**config.mk**
```make
export PLATFORM = sky130hd
export DESIGN_NAME = bus_uart
export DESIGN_NICKNAME = d
export VERILOG_FILES = /design/src/rtl/bus_uart.sv
export SDC_FILE = /design/constraint.sdc
export NUM_CORES = 1
export LEC_CHECK = 0
export ABC_CLOCK_PERIOD_IN_PS = 5560
export CAP_MARGIN = 30
export CORE_MARGIN = 2
export CORE_UTILIZATION = 58
export CTS_BUF_LIST = sky130_fd_sc_hd__clkbuf_16
export DETAILED_ROUTE_END_ITERATION = 10
export PLACE_DENSITY = 0.83
export RECOVER_POWER = 50
export SLEW_MARGIN = 20
export SYNTH_ARGS = -nofsm -noshare
export SYNTH_HDL_FRONTEND = slang
export SYNTH_SLANG_ARGS = --single-unit
```
**constraint.sdc**
```tcl
create_clock -name clk -period 5.56 [get_ports clk]
set_clock_uncertainty 0.05 [all_clocks]
set_input_delay 1.112 -clock clk [delete_from_list [all_inputs] [get_ports clk]]
set_output_delay 1.112 -clock clk [all_outputs]
set_load 0.01 [all_outputs]
```
**src/rtl/bus_uart.sv**
```systemverilog
// 8N1 UART peripheral on the 16-bit 68000-style bus: tx holding path, single-byte rx buffer, status word.
// Optional internal loopback (control register, addr 2) is compiled in with `define UART_LOOPBACK_EN.
module bus_uart #(
  parameter int SYS_CLK  = 12_500_000,
  parameter int BAUDRATE = 115200
) (
  input  logic        clk,
  input  logic        reset,
  input  logic        rx,
  output logic        tx,
  input  logic [1:0]  addr,
  input  logic        rw,
  input  logic        uds,
  input  logic        lds,
  input  logic [15:0] data_write,
  output logic [15:0] data_read,
  output logic        ack,
  output logic        tx_active,
  output logic        rx_avail,
  input  logic        rx_avail_clear_i
);

  localparam int DIV   = SYS_CLK / BAUDRATE;
  localparam int CNT_W = $clog2(DIV + 1);
  localparam logic [CNT_W-1:0] DIV_M1  = CNT_W'(DIV - 1);
  localparam logic [CNT_W-1:0] HALF_M1 = CNT_W'(DIV / 2 - 1);

  typedef enum logic [1:0] {IDLE, START, DATA, STOP} state_e;

  logic strobe;
  logic accept;
  logic ack_q, ack_d;
  logic rd_rx;
  logic wr_tx;

  state_e            tx_state_q, tx_state_d;
  logic [CNT_W-1:0]  tx_cnt_q, tx_cnt_d;
  logic [2:0]        tx_bits_q, tx_bits_d;
  logic [7:0]        tx_shift_q, tx_shift_d;
  logic              tx_ser_q, tx_ser_d;

  state_e            rx_state_q, rx_state_d;
  logic [CNT_W-1:0]  rx_cnt_q, rx_cnt_d;
  logic [2:0]        rx_bits_q, rx_bits_d;
  logic [7:0]        rx_shift_q, rx_shift_d;
  logic              rx_meta_q, rx_sync_q, rx_prev_q;
  logic              rx_src;
  logic              rx_done;

  logic [7:0]        rx_data_q, rx_data_d;
  logic              rx_avail_q, rx_avail_d;
  logic              overrun_q, overrun_d;
  logic              framing_q, framing_d;

  logic              unused_bits;
  assign unused_bits = &{1'b0, data_write[15:8]};

`ifdef UART_LOOPBACK_EN
  logic loopback_q, loopback_d;
  assign rx_src = loopback_q ? tx_ser_q : rx;
  assign tx     = loopback_q ? 1'b1 : tx_ser_q;
`else
  assign rx_src = rx;
  assign tx     = tx_ser_q;
`endif

  // Bus handshake: one accepted action per strobe assertion
  assign strobe    = uds | lds;
  assign ack_d     = strobe;
  assign ack       = ack_q;
  assign accept    = strobe & ~ack_q;
  assign tx_active = (tx_state_q != IDLE);
  assign rx_avail  = rx_avail_q;
  assign rd_rx     = accept & rw & (addr == 2'd1);
  assign wr_tx     = accept & ~rw & (addr == 2'd3) & lds & ~tx_active;

`ifdef UART_LOOPBACK_EN
  always_comb begin
    loopback_d = loopback_q;
    if (accept && !rw && addr == 2'd2 && lds) loopback_d = data_write[0];
  end
`endif

  always_comb begin
    data_read = 16'h0000;
    if (rw && strobe) begin
      case (addr)
        2'd0: data_read = {12'h000, framing_q, overrun_q, rx_avail_q, tx_active};
        2'd1: data_read = {8'h00, rx_data_q};
        2'd2: begin
`ifdef UART_LOOPBACK_EN
          data_read = {15'b0, loopback_q};
`endif
        end
        default: data_read = 16'h0000;
      endcase
    end
  end

  // Transmitter FSM
  always_comb begin
    tx_state_d = tx_state_q;
    tx_cnt_d   = tx_cnt_q;
    tx_bits_d  = tx_bits_q;
    tx_shift_d = tx_shift_q;
    tx_ser_d   = tx_ser_q;
    case (tx_state_q)
      IDLE: begin
        tx_ser_d = 1'b1;
        if (wr_tx) begin
          tx_state_d = START;
          tx_cnt_d   = '0;
          tx_shift_d = data_write[7:0];
          tx_ser_d   = 1'b0;
        end
      end
      START: begin
        if (tx_cnt_q == DIV_M1) begin
          tx_state_d = DATA;
          tx_cnt_d   = '0;
          tx_bits_d  = 3'd0;
          tx_ser_d   = tx_shift_q[0];
        end else begin
          tx_cnt_d = tx_cnt_q + 1'b1;
        end
      end
      DATA: begin
        if (tx_cnt_q == DIV_M1) begin
          tx_cnt_d = '0;
          if (tx_bits_q == 3'd7) begin
            tx_state_d = STOP;
            tx_ser_d   = 1'b1;
          end else begin
            tx_bits_d  = tx_bits_q + 3'd1;
            tx_shift_d = {1'b0, tx_shift_q[7:1]};
            tx_ser_d   = tx_shift_q[1];
          end
        end else begin
          tx_cnt_d = tx_cnt_q + 1'b1;
        end
      end
      STOP: begin
        if (tx_cnt_q == DIV_M1) begin
          tx_state_d = IDLE;
          tx_cnt_d   = '0;
        end else begin
          tx_cnt_d = tx_cnt_q + 1'b1;
        end
      end
      default: tx_state_d = IDLE;
    endcase
  end

  // Receiver FSM: start bit checked at half period, later bits at mid-bit
  always_comb begin
    rx_state_d = rx_state_q;
    rx_cnt_d   = rx_cnt_q;
    rx_bits_d  = rx_bits_q;
    rx_shift_d = rx_shift_q;
    rx_done    = 1'b0;
    case (rx_state_q)
      IDLE: begin
        if (rx_prev_q && !rx_sync_q) begin
          rx_state_d = START;
          rx_cnt_d   = '0;
        end
      end
      START: begin
        if (rx_cnt_q == HALF_M1) begin
          rx_cnt_d   = '0;
          rx_bits_d  = 3'd0;
          rx_state_d = rx_sync_q ? IDLE : DATA;
        end else begin
          rx_cnt_d = rx_cnt_q + 1'b1;
        end
      end
      DATA: begin
        if (rx_cnt_q == DIV_M1) begin
          rx_cnt_d   = '0;
          rx_shift_d = {rx_sync_q, rx_shift_q[7:1]};
          if (rx_bits_q == 3'd7) rx_state_d = STOP;
          else rx_bits_d = rx_bits_q + 3'd1;
        end else begin
          rx_cnt_d = rx_cnt_q + 1'b1;
        end
      end
      STOP: begin
        if (rx_cnt_q == DIV_M1) begin
          rx_cnt_d   = '0;
          rx_state_d = IDLE;
          rx_done    = 1'b1;
        end else begin
          rx_cnt_d = rx_cnt_q + 1'b1;
        end
      end
      default: rx_state_d = IDLE;
    endcase
  end

  // A completing byte takes priority over a concurrent rx-data read
  always_comb begin
    rx_data_d  = rx_data_q;
    rx_avail_d = rx_avail_q;
    overrun_d  = overrun_q;
    framing_d  = framing_q;
    if (rd_rx) begin
      rx_avail_d = 1'b0;
      overrun_d  = 1'b0;
      framing_d  = 1'b0;
    end
    if (rx_done) begin
      rx_data_d  = rx_shift_q;
      rx_avail_d = 1'b1;
      if (rx_avail_q && !rd_rx) overrun_d = 1'b1;
      if (!rx_sync_q) framing_d = 1'b1;
    end
    if (rx_avail_clear_i) rx_avail_d = 1'b0;
  end

  always_ff @(posedge clk) begin
    if (reset) begin
      ack_q      <= 1'b0;
      tx_state_q <= IDLE;
      tx_cnt_q   <= '0;
      tx_bits_q  <= 3'd0;
      tx_ser_q   <= 1'b1;
      rx_state_q <= IDLE;
      rx_cnt_q   <= '0;
      rx_bits_q  <= 3'd0;
      rx_meta_q  <= 1'b1;
      rx_sync_q  <= 1'b1;
      rx_prev_q  <= 1'b1;
      rx_data_q  <= 8'h00;
      rx_avail_q <= 1'b0;
      overrun_q  <= 1'b0;
      framing_q  <= 1'b0;
`ifdef UART_LOOPBACK_EN
      loopback_q <= 1'b0;
`endif
    end else begin
      ack_q      <= ack_d;
      tx_state_q <= tx_state_d;
      tx_cnt_q   <= tx_cnt_d;
      tx_bits_q  <= tx_bits_d;
      tx_ser_q   <= tx_ser_d;
      rx_state_q <= rx_state_d;
      rx_cnt_q   <= rx_cnt_d;
      rx_bits_q  <= rx_bits_d;
      rx_meta_q  <= rx_src;
      rx_sync_q  <= rx_meta_q;
      rx_prev_q  <= rx_sync_q;
      rx_data_q  <= rx_data_d;
      rx_avail_q <= rx_avail_d;
      overrun_q  <= overrun_d;
      framing_q  <= framing_d;
`ifdef UART_LOOPBACK_EN
      loopback_q <= loopback_d;
`endif
    end
  end

  always_ff @(posedge clk) begin
    tx_shift_q <= tx_shift_d;
    rx_shift_q <= rx_shift_d;
  end

endmodule

```
### Word level (Yosys, flattened, before mapping)

Index checks and enable logic that the tools add are counted.

* flip-flop bits (word level): 56
* latch bits: 0
* RAM bits: 0
* bits in read-only memories: 0
* input port bits: 25
* output and inout port bits: 20
* logic and storage cells: 130
* memories: 0

* add/sub/neg operators: 4
* $mul: 0
* div/mod/pow operators: 0
* magnitude comparators: 0
* equal/unequal tests: 25
* shifts and indexed selects: 0
* mux-type cells: 49
* bitwise logic cells: 11
* reduce and logical (&&, ||, !) cells: 24

Operators with widths (count)
* 2-to-1 mux 7 bit: 5
* case mux 8 bit (2 select lines): 2
* 2-to-1 mux 8 bit: 3
* != test 2 bit, second input constant: 12
* 2-to-1 mux 2 bit: 11
* case mux 7 bit (3 select lines): 1
* 2-to-1 mux 3 bit: 6
* 2-to-1 mux 16 bit: 1
* case mux 2 bit (4 select lines): 2
* adder 7 x 1 -> 7 bit, second input constant: 2
* == test 7 bit, second input constant: 2
* 2-to-1 mux 1 bit: 14
* case mux 7 bit (2 select lines): 1
* case mux 3 bit (2 select lines): 2
* AND reduction 4 bit: 3
* == test 2 bit, second input constant: 5
* AND reduction 5 bit: 2
* nonzero test 2 bit: 5
* AND 1 bit: 7
* == test 7 x 6 -> 1 bit, second input constant: 1
* adder 3 x 1 -> 3 bit, second input constant: 2
* == test 2 x 1 -> 1 bit, second input constant: 3
* == test 3 bit, second input constant: 2
* zero test 2 bit: 3
* 10 further kinds: 16

### Depth between registers and ports, before layout

* word-level depth: 8
* gate-level depth with buffers: 7

### Worst setup path after synthesis

OpenSTA, ideal clock, no wires.

* kind: input port to output port
* start point: in addr[0]
* end point: out data_read[1]
* data arrival time: 1676 ps
* path slack: 2722 ps
* stages: 3
* buffers on the path: 1
* cell sequence: clkbuf_1 mux2i_1 nor2_1

* word-level cells in the longest chain between the ends: 3
* elaborated cells on any way between the ends: 4

RTL lines
* from (decl): line 11 `input logic [1:0] addr,`
* == test 2 x 1 -> 1 bit or zero test 2 bit (tied branches): line 87 `case (addr)`
* case mux 8 bit (2 select lines) (*): line 87
* 2-to-1 mux 16 bit (*): line 86 `if (rw && strobe) begin`
* to (decl): line 16 `output logic [15:0] data_read,`

Mark *: on every way between the ends. The rest lies on a longest branch, timed or not.

### Worst setup path in the final report

* start point: in rw
* end point: out data_read[7]

* word-level cells in the longest chain between the ends: 2

RTL lines
* from (decl): line 12 `input logic rw,`
* logical AND 1 bit: line 86
* 2-to-1 mux 16 bit: line 86

No other way between the ends.

==> out/results.ini <==
[status]
outcome = complete, no violations

[timing]
max_freq_mhz = 251.4
slew_violations = 0
rsz0062_at_grt = no
fin_hold_ws_ns = 0.3582
finalCritPeriodShare_pct = 71.54
final.min_clock_period_ns = 3.978
setup_tns_ns = 0
finalSetupViolCount = 0
timing.slew.headroom_pct = 46.40
finalHoldViolations = 0
max_slew.worst_pin.slew_ns = 0.8040

[cells_and_area]
num-fill-cells = 368
nets = 346
final_area_um2 = 3322
drive_above_1_share_pct = 9.677
area_delta_synth_final_pct = 14.44
final_common_cell = dfxtp_1
n_antenna_cell = 0
final_cell_mix = dfxtp_1 (40), nor2_1 (26), clkdlybuf4s50_1 (25)

[pwr]
design_power_total_mw = 0.9897
p_leak_nw = 1.216
ir_worst_vdd_v = 0.0001922
pwr_density_cell_nw_per_um2 = 297.9

[worst_setup_path]
worstSetupStartpoint = rw
r2r_start = tx_state_q[0]
cpPeakStageDelay_ns = 0.53
required_ns = 4.40
r2r_setup_slack_ns = 2.98
path_cells = clkdlybuf4s50_1, nor2b_1, nor2b_1, and3_1, clkdlybuf4s50_1
cp_max_fo = 4
path_class = input pin to primary output
cp.depth = 5
worstRegToRegCells = 5
end_kind = primary output
critical_path_buf_inv_count = 2
crit_arrival_ns = 2.82
r2r-end = tx_shift_q[3]
cp_top_family = buffers and inverters
cp_slowest_cell = clkdlybuf4s50_1
endpoint = data_read[7]
critical_path.startpoint_type = input pin

[yosys]
yosys_most_used_dff = dfxtp_1
async_flop_share_pct = 0
seq_area_frac_synth_pct = 44.14
synth_area_per_cell_um2 = 10.04
synth_seq_cells = 56
yosys_warnings = 0
synth_edf_count = 16
syn-cell-area_um2 = 2903
syn_inst = 289
yosysUniqueCellTypes = 57

[clocking]
htree_levels = 2
clockBufferDepth = 2
post_cts_resized = 0
hold_buffers = 0
cts_buffers = 5
cts_root_buf = clkbuf_16
cts_setup_buffers = 0
clock-sinks = 56
cts_tree = done
clock_latency_ns = 0.29
path_clk_slew_ns = 0.07

[global_routing]
grt_max_degree = 20
grt_usage_pct = 21.52
grt_antenna_before_repair = 0
grt_pass1_wl_um = 9384
grt_pass1_vias = 2008
grt_overflow = 0

[routing]
drt_wl_total_um = 5638
drtIter0Drc = 140
wl_per_cell_um = 14.95
ant_nets = 0
drcViolationCount = 0
drt_pre_antenna_iters = 4
avgViaCountPerCell = 5.729
via_count = 2160

[place]
place.gp.congestion = 0.8505
dp_hpwl_um = 3810
port_buffers = 28
placed_cell_area_um2 = 3154

[run]
cap_violations = 0

[floorplan]
ios = 45
row_count = 25
die_w_um = 74.75
die_y_um = 74.75
dieArea_um2 = 5587
initial_utilization_pct = 60.65
core-area_um2 = 4786

[min_path]
hp-class = register to register

## sequential cells by signal (all words and copies together), names as in the netlist, 2 cells and up, named ones only
signal and count:
tx_cnt_q 7, tx_state_q 2, rx_data_q 8, rx_cnt_q 7
tx_bits_q 3, rx_shift_q 8, rx_bits_q 3, tx_shift_q 8
## through the flow
stage / setup WS, ns / utilization, % / cells
after floorplan: 2.722 / - / 296
after global placement: 1.577 / 65.91 / 369
after detailed placement: 1.566 / 65.91 / 369
after CTS: 1.558 / 69.49 / 377
after global routing: 1.465 / 69.41 / 377
final: 1.582 / 69.41 / 377
## Yosys cell counts, types with 2 or more instances
master | number | share of area (%)
nor2_1 | 26 | 3.4
and2_1 | 2 | 0.43
nand3_1 | 11 | 1.9
a22oi_1 | 2 | 0.52
dfxtp_1 | 40 | 28
mux2i_1 | 17 | 5.9
a311oi_1 | 4 | 1.2
nand2b_1 | 9 | 1.9
nor3_1 | 2 | 0.34
edfxtp_1 | 16 | 17
a21oi_1 | 14 | 2.4
mux2_2 | 7 | 2.7
o21a_1 | 2 | 0.52
nand4bb_1 | 2 | 0.78
nand3b_1 | 3 | 0.78
or3_1 | 2 | 0.43
a211oi_1 | 4 | 1.0
clkbuf_1 | 5 | 0.65
o21ai_0 | 13 | 2.2
inv_1 | 10 | 1.3
and3_1 | 9 | 1.9
a31oi_1 | 5 | 1.1
o211ai_1 | 2 | 0.52
buf_6 | 3 | 1.2
buf_2 | 6 | 1.0
nand2_1 | 16 | 2.1
buf_4 | 8 | 2.1
nor2b_1 | 5 | 1.1
a41oi_1 | 3 | 0.91
ha_1 | 12 | 5.2
or2_2 | 3 | 0.65
## routing by layer
layer  wire length [um]  global-route usage, %  part of all wire (%)  vias to the layer above
met5                  0                      0                     0                        -
met4                 51                  5.754                  0.90                        0
li1                   -                      -                     -                     1077
met2               2750                  35.50                    49                       64
met3                299                  4.552                   5.3                        6
met1               2537                  28.94                    45                     1013
## how the worst min path moves through the flow
stage | startpoint | end | slack [ns] | depth (start not counted)
after floorplan | rx_meta_q | rx_sync_q | 0.34 | 1
after global placement | rx_meta_q | rx_sync_q | 0.34 | 1
after detailed placement | rx_meta_q | rx_sync_q | 0.34 | 1
after CTS | rx_meta_q | rx_sync_q | 0.36 | 1
after global routing | rx_meta_q | rx_sync_q | 0.38 | 1
final | rx_meta_q | rx_sync_q | 0.36 | 1
## report_power, final
| group | switching [mW] | leakage [nW] | internal (mW) |
|---|---|---|---|
| Sequential | 0.0168 | 0.469 | 0.448 |
| Combinational | 0.0947 | 0.666 | 0.0663 |
| Clock | 0.150 | 0.0804 | 0.214 |
| Total | 0.261 | 1.22 | 0.729 |
## layout make-up
| cell class | instances | area [um^2] | share of cell area (%) |
|---|---|---|---|
| sequential | 56 | 1281 | 38.57 |
| inverter | 10 | 37.54 | 1.130 |
| tap | 67 | 83.83 | 2.524 |
| timing repair buffer | 29 | 284.0 | 8.550 |
| clock inverter | 3 | 46.29 | 1.394 |
| multi-input combinational | 207 | 1464 | 44.07 |
| clock buffer | 5 | 125.1 | 3.766 |
## cells by family after synthesis
group / share of synthesized area (%)
buffers and inverters: 6.336
adder cells (fa/ha/maj): 5.172
AND/OR/NAND/NOR: 19.01
flip-flops: 44.14
AO/OA/AOI/OAI: 16.64
multiplexers: 8.578
other: 0.1292
Note: power is estimated with default switching activity, not from simulation.
